$ cat src/rtl/linear_layer_seq.sv
// Time-multiplexed fully-connected layer in signed fixed point.
// One multiply-accumulate per cycle: out[j] = post(sum_i W[j][i]*in[i] + B[j]).
// Neurons are produced one at a time into out_data; the vector is presented
// with a valid/ready handshake once all NOUT neurons are finished.
module linear_layer_seq #(
  parameter int WIDTH = 16,
  parameter int FRAC  = 8,
  parameter int NIN   = 2,
  parameter int NOUT  = 2,
  parameter logic [WIDTH*NIN*NOUT-1:0] WEIGHTS_FLAT = '0,
  parameter logic [WIDTH*NOUT-1:0]     BIAS_FLAT    = '0,
  parameter int RELU  = 0
) (
  input  logic                  clk,
  input  logic                  rst_n,
  input  logic                  in_valid,
  output logic                  in_ready,
  input  logic [WIDTH*NIN-1:0]  in_data,
  output logic                  out_valid,
  input  logic                  out_ready,
  output logic [WIDTH*NOUT-1:0] out_data,
  output logic                  busy
);

  // Wide enough that NIN full-precision products plus the bias never overflow.
  localparam int ACCW = 2*WIDTH + $clog2(NIN) + 1;
  localparam int IW   = (NIN  > 1) ? $clog2(NIN)  : 1;
  localparam int JW   = (NOUT > 1) ? $clog2(NOUT) : 1;

  localparam logic signed [ACCW-1:0] SAT_MAX = {{(ACCW-WIDTH+1){1'b0}}, {(WIDTH-1){1'b1}}};
  localparam logic signed [ACCW-1:0] SAT_MIN = {{(ACCW-WIDTH+1){1'b1}}, {(WIDTH-1){1'b0}}};

  typedef enum logic [1:0] {
    IDLE = 2'd0,
    MAC  = 2'd1,
    DONE = 2'd2
  } state_t;

  state_t                   state_r, state_s;
  logic [WIDTH*NIN-1:0]     in_buf_r, in_buf_s;
  logic [IW-1:0]            i_r, i_s;
  logic [JW-1:0]            j_r, j_s;
  logic signed [ACCW-1:0]   acc_r, acc_s;
  logic [WIDTH*NOUT-1:0]    out_data_r, out_data_s;
  logic                     in_ready_r, in_ready_s;
  logic                     out_valid_r, out_valid_s;
  logic                     busy_r, busy_s;

  int                       widx_s;
  logic signed [WIDTH-1:0]  w_s;
  logic signed [WIDTH-1:0]  x_s;
  logic signed [2*WIDTH-1:0] prod_s;
  logic signed [ACCW-1:0]   sum_s;

  // Bias of neuron k, sign-extended and aligned to the product's binary point.
  function automatic logic signed [ACCW-1:0] bias_acc(input int k);
    logic signed [WIDTH-1:0] b;
    b = BIAS_FLAT[(NOUT-1-k)*WIDTH +: WIDTH];
    return ({{(ACCW-WIDTH){b[WIDTH-1]}}, b}) <<< FRAC;
  endfunction

  // Floor-shift back to Q format, saturate to WIDTH bits, optional ReLU.
  function automatic logic [WIDTH-1:0] post_val(input logic signed [ACCW-1:0] x);
    logic signed [ACCW-1:0] sh;
    logic signed [ACCW-1:0] sat;
    sh = x >>> FRAC;
    if (sh > SAT_MAX) begin
      sat = SAT_MAX;
    end else if (sh < SAT_MIN) begin
      sat = SAT_MIN;
    end else begin
      sat = sh;
    end
    if ((RELU == 1) && sat[ACCW-1]) begin
      sat = '0;
    end else begin
      sat = sat;
    end
    return sat[WIDTH-1:0];
  endfunction

  // Shared datapath: select W[j][i] and in[i], multiply and add to the accumulator.
  always_comb begin
    widx_s = int'(j_r) * NIN + int'(i_r);
    w_s    = WEIGHTS_FLAT[(NIN*NOUT-1-widx_s)*WIDTH +: WIDTH];
    x_s    = in_buf_r[(NIN-1-int'(i_r))*WIDTH +: WIDTH];
    prod_s = w_s * x_s;
    sum_s  = acc_r + {{(ACCW-2*WIDTH){prod_s[2*WIDTH-1]}}, prod_s};
  end

  // Next-state logic; handshake outputs are derived from the next state so they register cleanly.
  always_comb begin
    state_s    = state_r;
    in_buf_s   = in_buf_r;
    i_s        = i_r;
    j_s        = j_r;
    acc_s      = acc_r;
    out_data_s = out_data_r;
    case (state_r)
      IDLE: begin
        if (in_valid && in_ready_r) begin
          in_buf_s = in_data;
          i_s      = '0;
          j_s      = '0;
          acc_s    = bias_acc(0);
          state_s  = MAC;
        end else begin
          state_s  = IDLE;
        end
      end
      MAC: begin
        if (i_r == IW'(NIN-1)) begin
          out_data_s[(NOUT-1-int'(j_r))*WIDTH +: WIDTH] = post_val(sum_s);
          i_s = '0;
          if (j_r == JW'(NOUT-1)) begin
            acc_s   = '0;
            state_s = DONE;
          end else begin
            acc_s   = bias_acc(int'(j_r) + 1);
            j_s     = j_r + JW'(1);
          end
        end else begin
          acc_s = sum_s;
          i_s   = i_r + IW'(1);
        end
      end
      DONE: begin
        if (out_ready) begin
          state_s = IDLE;
        end else begin
          state_s = DONE;
        end
      end
      default: begin
        state_s = IDLE;
      end
    endcase
    in_ready_s  = (state_s == IDLE);
    busy_s      = (state_s == MAC);
    out_valid_s = (state_s == DONE);
  end

  // State, datapath and output registers; reset aborts any vector in flight.
  always_ff @(posedge clk or negedge rst_n) begin
    if (!rst_n) begin
      state_r     <= IDLE;
      in_buf_r    <= '0;
      i_r         <= '0;
      j_r         <= '0;
      acc_r       <= '0;
      out_data_r  <= '0;
      in_ready_r  <= 1'b1;
      out_valid_r <= 1'b0;
      busy_r      <= 1'b0;
    end else begin
      state_r     <= state_s;
      in_buf_r    <= in_buf_s;
      i_r         <= i_s;
      j_r         <= j_s;
      acc_r       <= acc_s;
      out_data_r  <= out_data_s;
      in_ready_r  <= in_ready_s;
      out_valid_r <= out_valid_s;
      busy_r      <= busy_s;
    end
  end

  assign in_ready  = in_ready_r;
  assign out_valid = out_valid_r;
  assign out_data  = out_data_r;
  assign busy      = busy_r;

endmodule

$ cat config.mk
export PLATFORM = sky130hd
export DESIGN_NAME = linear_layer_seq
export DESIGN_NICKNAME = d
export VERILOG_FILES = /design/src/rtl/linear_layer_seq.sv
export SDC_FILE = /design/constraint.sdc
export NUM_CORES = 1
export LEC_CHECK = 0
export CAP_MARGIN = 20
export CORE_UTILIZATION = 23
export DETAILED_ROUTE_END_ITERATION = 12
export PLACE_DENSITY_LB_ADDON = 0.05
export SYNTH_ARGS = -nofsm -noshare
export SYNTH_HDL_FRONTEND = slang
export SYNTH_SLANG_ARGS = --single-unit
$ cat constraint.sdc
create_clock -name clk -period 1.19 [get_ports clk]
set_clock_uncertainty 0.15 [all_clocks]
set_input_delay 0.119 -clock clk [delete_from_list [all_inputs] [get_ports clk]]
set_output_delay 0.119 -clock clk [all_outputs]
set_load 0.005 [all_outputs]
* Word-level counts from Yosys, hierarchy flattened
Index checks and enable logic that the tools add are counted.
** Word-level totals
- Register bits :: 105
- Latch bits :: 0
- RAM bits :: 0
- ROM bits :: 0
- Bits of input ports :: 36
- Memories kept :: 0
** Cells by class
- Add/sub/neg operators :: 10
- $mul :: 1
- Divide/modulo/power cells :: 0
- $lt $le $gt $ge :: 2
- Equal/unequal tests :: 6
- Shift-type cells :: 5
- Mux-type cells :: 20
- Bitwise logic cells :: 0
- Reduce and logical (&&, ||, !) cells :: 8
** Operators with widths (number)
- $mux 34 :: 3
- $pmux 34 s2 :: 1
- $mux 16 :: 4
- $shiftx 64x8->16 const A :: 1
- $add 34x34->34 :: 1
- $neg 6->33 :: 1
- $shift 16x33->32 const A :: 1
- $shiftx 16x33->32 :: 1
- $bwmux 32 :: 1
- $mul 16x16->32 :: 1
- $shiftx 32x6->16 :: 1
- $shiftx 32x7->16 const A :: 1
- $gt 26x16->1 const B :: 1
- $lt 26x16->1 const B :: 1
- $mux 2 :: 3
- $pmux 2 s3 :: 1
- $reduce_and 2->1 :: 3
- $mux 1 :: 5
- $eq 2x1->1 const B :: 2
- $eq 2x2->1 const B :: 2
- $logic_not 2->1 :: 2
- $ne 2x2->1 const B :: 2
- $pmux 1 s2 :: 2
- $sub 1x1->2 const A :: 2
- other kinds (8) :: 9

* Longest topological paths before layout
Gate-level depths: netlist of the first run.
- Word-level depth :: 12
- Gate-level depth with buffers :: 3
- Gate-level depth less buffers :: 2

* Worst setup path before layout of the first run
OpenSTA, ideal clock, no wires.
- Path kind :: register -> register
- Start point :: reg in_ready_r (netlist: in_ready)
- End point :: reg i_r
- Setup time :: 124 ps
- Data arrival time :: 897 ps
- Data required time :: 916 ps
- Setup slack :: 19 ps
- Cell stages (with the launch flop) :: 3
- Buffers on the path :: 0
- Period minus slack after synthesis :: 1171 ps
- Cell sequence :: dfstp_2 > a21oi_1 > a211o_1
** On the way
- Longest elaborated chain between the ends :: 3
** RTL lines
- start: declaration :: line 45 : logic in_ready_r, in_ready_s;
- start signal: assignment :: line 162 : in_ready_r <= in_ready_s;
- $logic_and 1x1->1 :: line 101 : if (in_valid && in_ready_r) begin
- $ne 2x2->1 (no line)
- $reduce_and 2->1 (no line)
- end signal: assignment :: line 158 : i_r <= i_s;
- end: declaration :: line 41 : logic [IW-1:0] i_r, i_s;
Every way passes these cells.
A chain may end at the register's enable or synchronous reset.

==> results of run 1 <==
where the power goes:
| group | internal, uW | leakage (uW) | switching [uW] |
|---|---|---|---|
| combinational | 293 | 0.000292 | 230 |
| sequential | 410 | 0.0000952 | 160 |
| clock | 128 | 0.0000150 | 89.5 |
area by class of cell:
type	count	area (um^2)	area share, %
tap	28	35.03	4.262
multi-input combinational	32	210.2	25.57
inverter	3	11.26	1.370
sequential	8	205.2	24.96
clock buffer	4	26.28	3.196
timing repair buffer	33	334.1	40.64
layout by cell type, fill, tap and decap left out:
cell / instances
a211o_1: 1
a211oi_1: 1
a21bo_2: 1
a21oi_2: 1
a311oi_1: 2
and2_1: 1
buf_2: 2
buf_4: 4
buf_6: 21
clkbuf_1: 1
clkbuf_4: 3
clkdlybuf4s50_1: 3
conb_1: 16
dfrtp_1: 4
dfrtp_2: 3
dfstp_2: 1
dlygate4sd2_1: 2
dlygate4sd3_1: 1
inv_1: 3
nand2_1: 1
nand2b_4: 1
nor2_1: 1
nor3b_1: 1
nor4bb_2: 1
o21ai_0: 1
o31a_1: 1
o32ai_2: 2
registers in the layout, indices dropped and copies added, names as in the netlist:
name,flops
i_r,1
state_r,2
out_valid,1
out_data,1
j_r,1
in_ready,1
busy,1
through the flow:
stage	std cells	utilization, %
2_1_floorplan	75	-
3_3_place_gp	99	30.39
3_5_place_dp	99	30.39
4_1_cts	108	34.04
5_1_grt	108	35.78
6_report	108	35.78
layer usage:
metal  vias up  global-route usage [%]  wire length [um]
met1       194                   10.72               413
met3         2                  0.8696                72
li1        193                       -                 -
met4         0                   6.579                17
met2        26                   11.18               583
met5         -                       0                 0
worst max path at each step:
stage,endpoint,slack (ns),cells after the start
finish,out_data[18],-0.12,3
floorplan,i_r,0.02,2
global route,out_data[18],-0.16,3
detailed placement,i_r,-0.12,3
global placement,busy,-0.13,3
CTS,out_data[19],-0.16,3
repair_timing:
action                     4_1_cts  5_1_grt
hold endpoints to repair         1        0
setup buffers                    3        0
gates cloned                     1        0
pin swaps                        0        0
hold buffers                     1        0
setup endpoints to repair       24       21
resized for setup               88        8
worst max-delay path, cell delays in order (launching register included):
cell	delay (ns)
dfrtp_2	0.44
buf_6	0.14
buf_6	0.11
buf_6	0.10
logic make-up after synthesis:
kind of cell / count (synthesis)
buffers and inverters: 35
AOI/OAI and AO/OA: 10
DFF: 8
and+or+nand+nor: 6
other: 1
==> metrics.md, run 1 <==
| Metric | Value |
|---|---|
| Outcome | `finished, violations left` |
| Violated checks | `negative setup slack` |
| Synth Register Bits | `8` |
| First-pass GRT wire length | `1559 um` |
| Compound-Gate Fraction of Synth Area | `13.68%` |
| Final Critical Period | `1.307 ns` |
| Post-synth top cells | `buf_4 (31), dfrtp_1 (7), inv_1 (3)` |
| Final instance area | `822.0 um^2` |
| Post-synth top flop | `dfrtp_1` |
| Crit. End Element | `output pin` |
| CTS tree | `built` |
| Nets | `117` |
| Core area | `0.002297 mm^2` |
| Initial antenna violation count | `0` |
| Final hold viol count | `0` |
| Worst endpoint required time | `0.92 ns` |
| Post-Synth Simple-Gate Area | `7.692%` |
| Post-Place Cell Area | `698.2 um^2` |
| YS warnings | `0` |
| DR DRC count | `0` |
| Total CTS buffers | `3` |
| DRT iter0 DRCs | `10` |
| Antenna cells | `0` |
| CTS HTree Levels | `1` |
| CP startpoint | `out_data[31]` |
| DIE WIDTH | `52.46 um` |
| WHS | `0.3921 ns` |
| Post-Route Setup TNS | `-0.9036 ns` |
| Cell count after synthesis | `60` |
| Synth area leader | `buf_4` |
| Worst Setup Start Kind | `flip-flop` |
| I/O pin count | `71` |
| Area growth syn-to-layout | `40.38%` |
| Max Root-Sink Buffers | `2` |
| Setup violators final | `16` |
| Setup CP Type | `reg2out` |
| Pin count of the biggest net entering global routing | `9` |
| Layout filler cell count | `245` |
| Worst Hold Depth | `2` |
| Post-synth EDFFs | `0` |
| RSZ-0062 raised after global routing | `true` |
| Vias in the first global route | `330` |
| Worst Path Arrival | `1.04 ns` |
| Avg Cell Area, Syn | `9.759 um^2` |
| Die area | `0.002752 mm^2` |
| DR vias/cell | `3.843` |
| Routability congestion estimate | `0.6660` |
| Post-Syn Area | `585.6 um^2` |
| Max_cap viols | `0` |
| Leakage | `0.0004023 uW` |
| RR Endpoint | `i_r` |
| Post-route setup slack | `-0.1173 ns` |
| Clock latency at the later pin of the worst-skew pair | `0.25 ns` |
| Share of cells above drive strength 1 | `50.00%` |
| Clock sinks | `8` |
| Worst r2r src | `in_ready` |
| Period utilization | `109.9%` |
| Worst slack at placement | `-0.1225 ns` |
| Mux cell area share after synthesis | `0%` |
| Total Routed Length | `1085 um` |
| Overflow after GRT | `0` |
| CP Max Fanout | `4` |
| Detailed-route wire length per cell | `10.05 um` |
| FMAX | `764.9 MHz` |
| Main combinational cell family by area after synthesis | `buffers and inverters` |
| Hold Startpoint | `out_ready` |
| Post-synthesis async set-or-reset flop share | `100.0%` |
| Worst vdd ir | `0.6599 mV` |
| Initial Utilization | `25.49%` |
| Power per cell area | `1594 mW/mm^2` |
| Post-DP HPWL | `721.7 um` |
| Netlist cell types | `20` |
| Gr usage total | `7.961%` |
| ANT nets after route | `0` |
| Register-to-register setup slack | `0.01 ns` |
| Clock slew at reported path FFs | `0.06 ns` |
| Sequential fraction of the synthesis area | `34.40%` |
| Die height | `52.46 um` |
| Adder-cell share of the synthesized area | `0%` |
| Worst Hold Class | `in2reg` |
| Total design power | `1310 uW` |
| Top cells by area, synth | `buf_4 (40%), dfrtp_1 (30%), dfstp_2 (4.5%), a311oi_1 (3.0%), o32ai_1 (3.0%)` |
| Slew Viols, Final | `0` |
| Root Driver | `clkbuf_4` |
| Most common cell in the netlist | `buf_4` |
| Via count | `415` |
| Top-area cell type share of the netlist area | `39.74%` |
| Worst-case reg-to-reg path depth | `2` |
| DRT Pass-1 Iters | `4` |
| Post-Synth XOR/XNOR Area | `0%` |
| Hold Path End | `out_valid` |
| Row cnt | `17` |
| Port Buffers | `22` |
(Power assumes the default switching activity.)
==> run 2: changes to the inputs <==
--- a/config.mk
+++ b/config.mk
@@ -5,6 +5,7 @@
 export SDC_FILE = /design/constraint.sdc
 export NUM_CORES = 1
 export LEC_CHECK = 0
+export ABC_CLOCK_PERIOD_IN_PS = 1190
 export CAP_MARGIN = 20
 export CORE_UTILIZATION = 23
 export DETAILED_ROUTE_END_ITERATION = 12
==> results of run 2 <==
Final layout, timing and power as in run 1 (identical DEF).
==> run 3: changes to the inputs <==
--- a/config.mk
+++ b/config.mk
@@ -10,6 +10,7 @@
 export CORE_UTILIZATION = 23
 export DETAILED_ROUTE_END_ITERATION = 12
 export PLACE_DENSITY_LB_ADDON = 0.05
+export SLEW_MARGIN = 0
 export SYNTH_ARGS = -nofsm -noshare
 export SYNTH_HDL_FRONTEND = slang
 export SYNTH_SLANG_ARGS = --single-unit
==> results of run 3 <==
Final layout, timing and power as in run 1 (identical DEF).
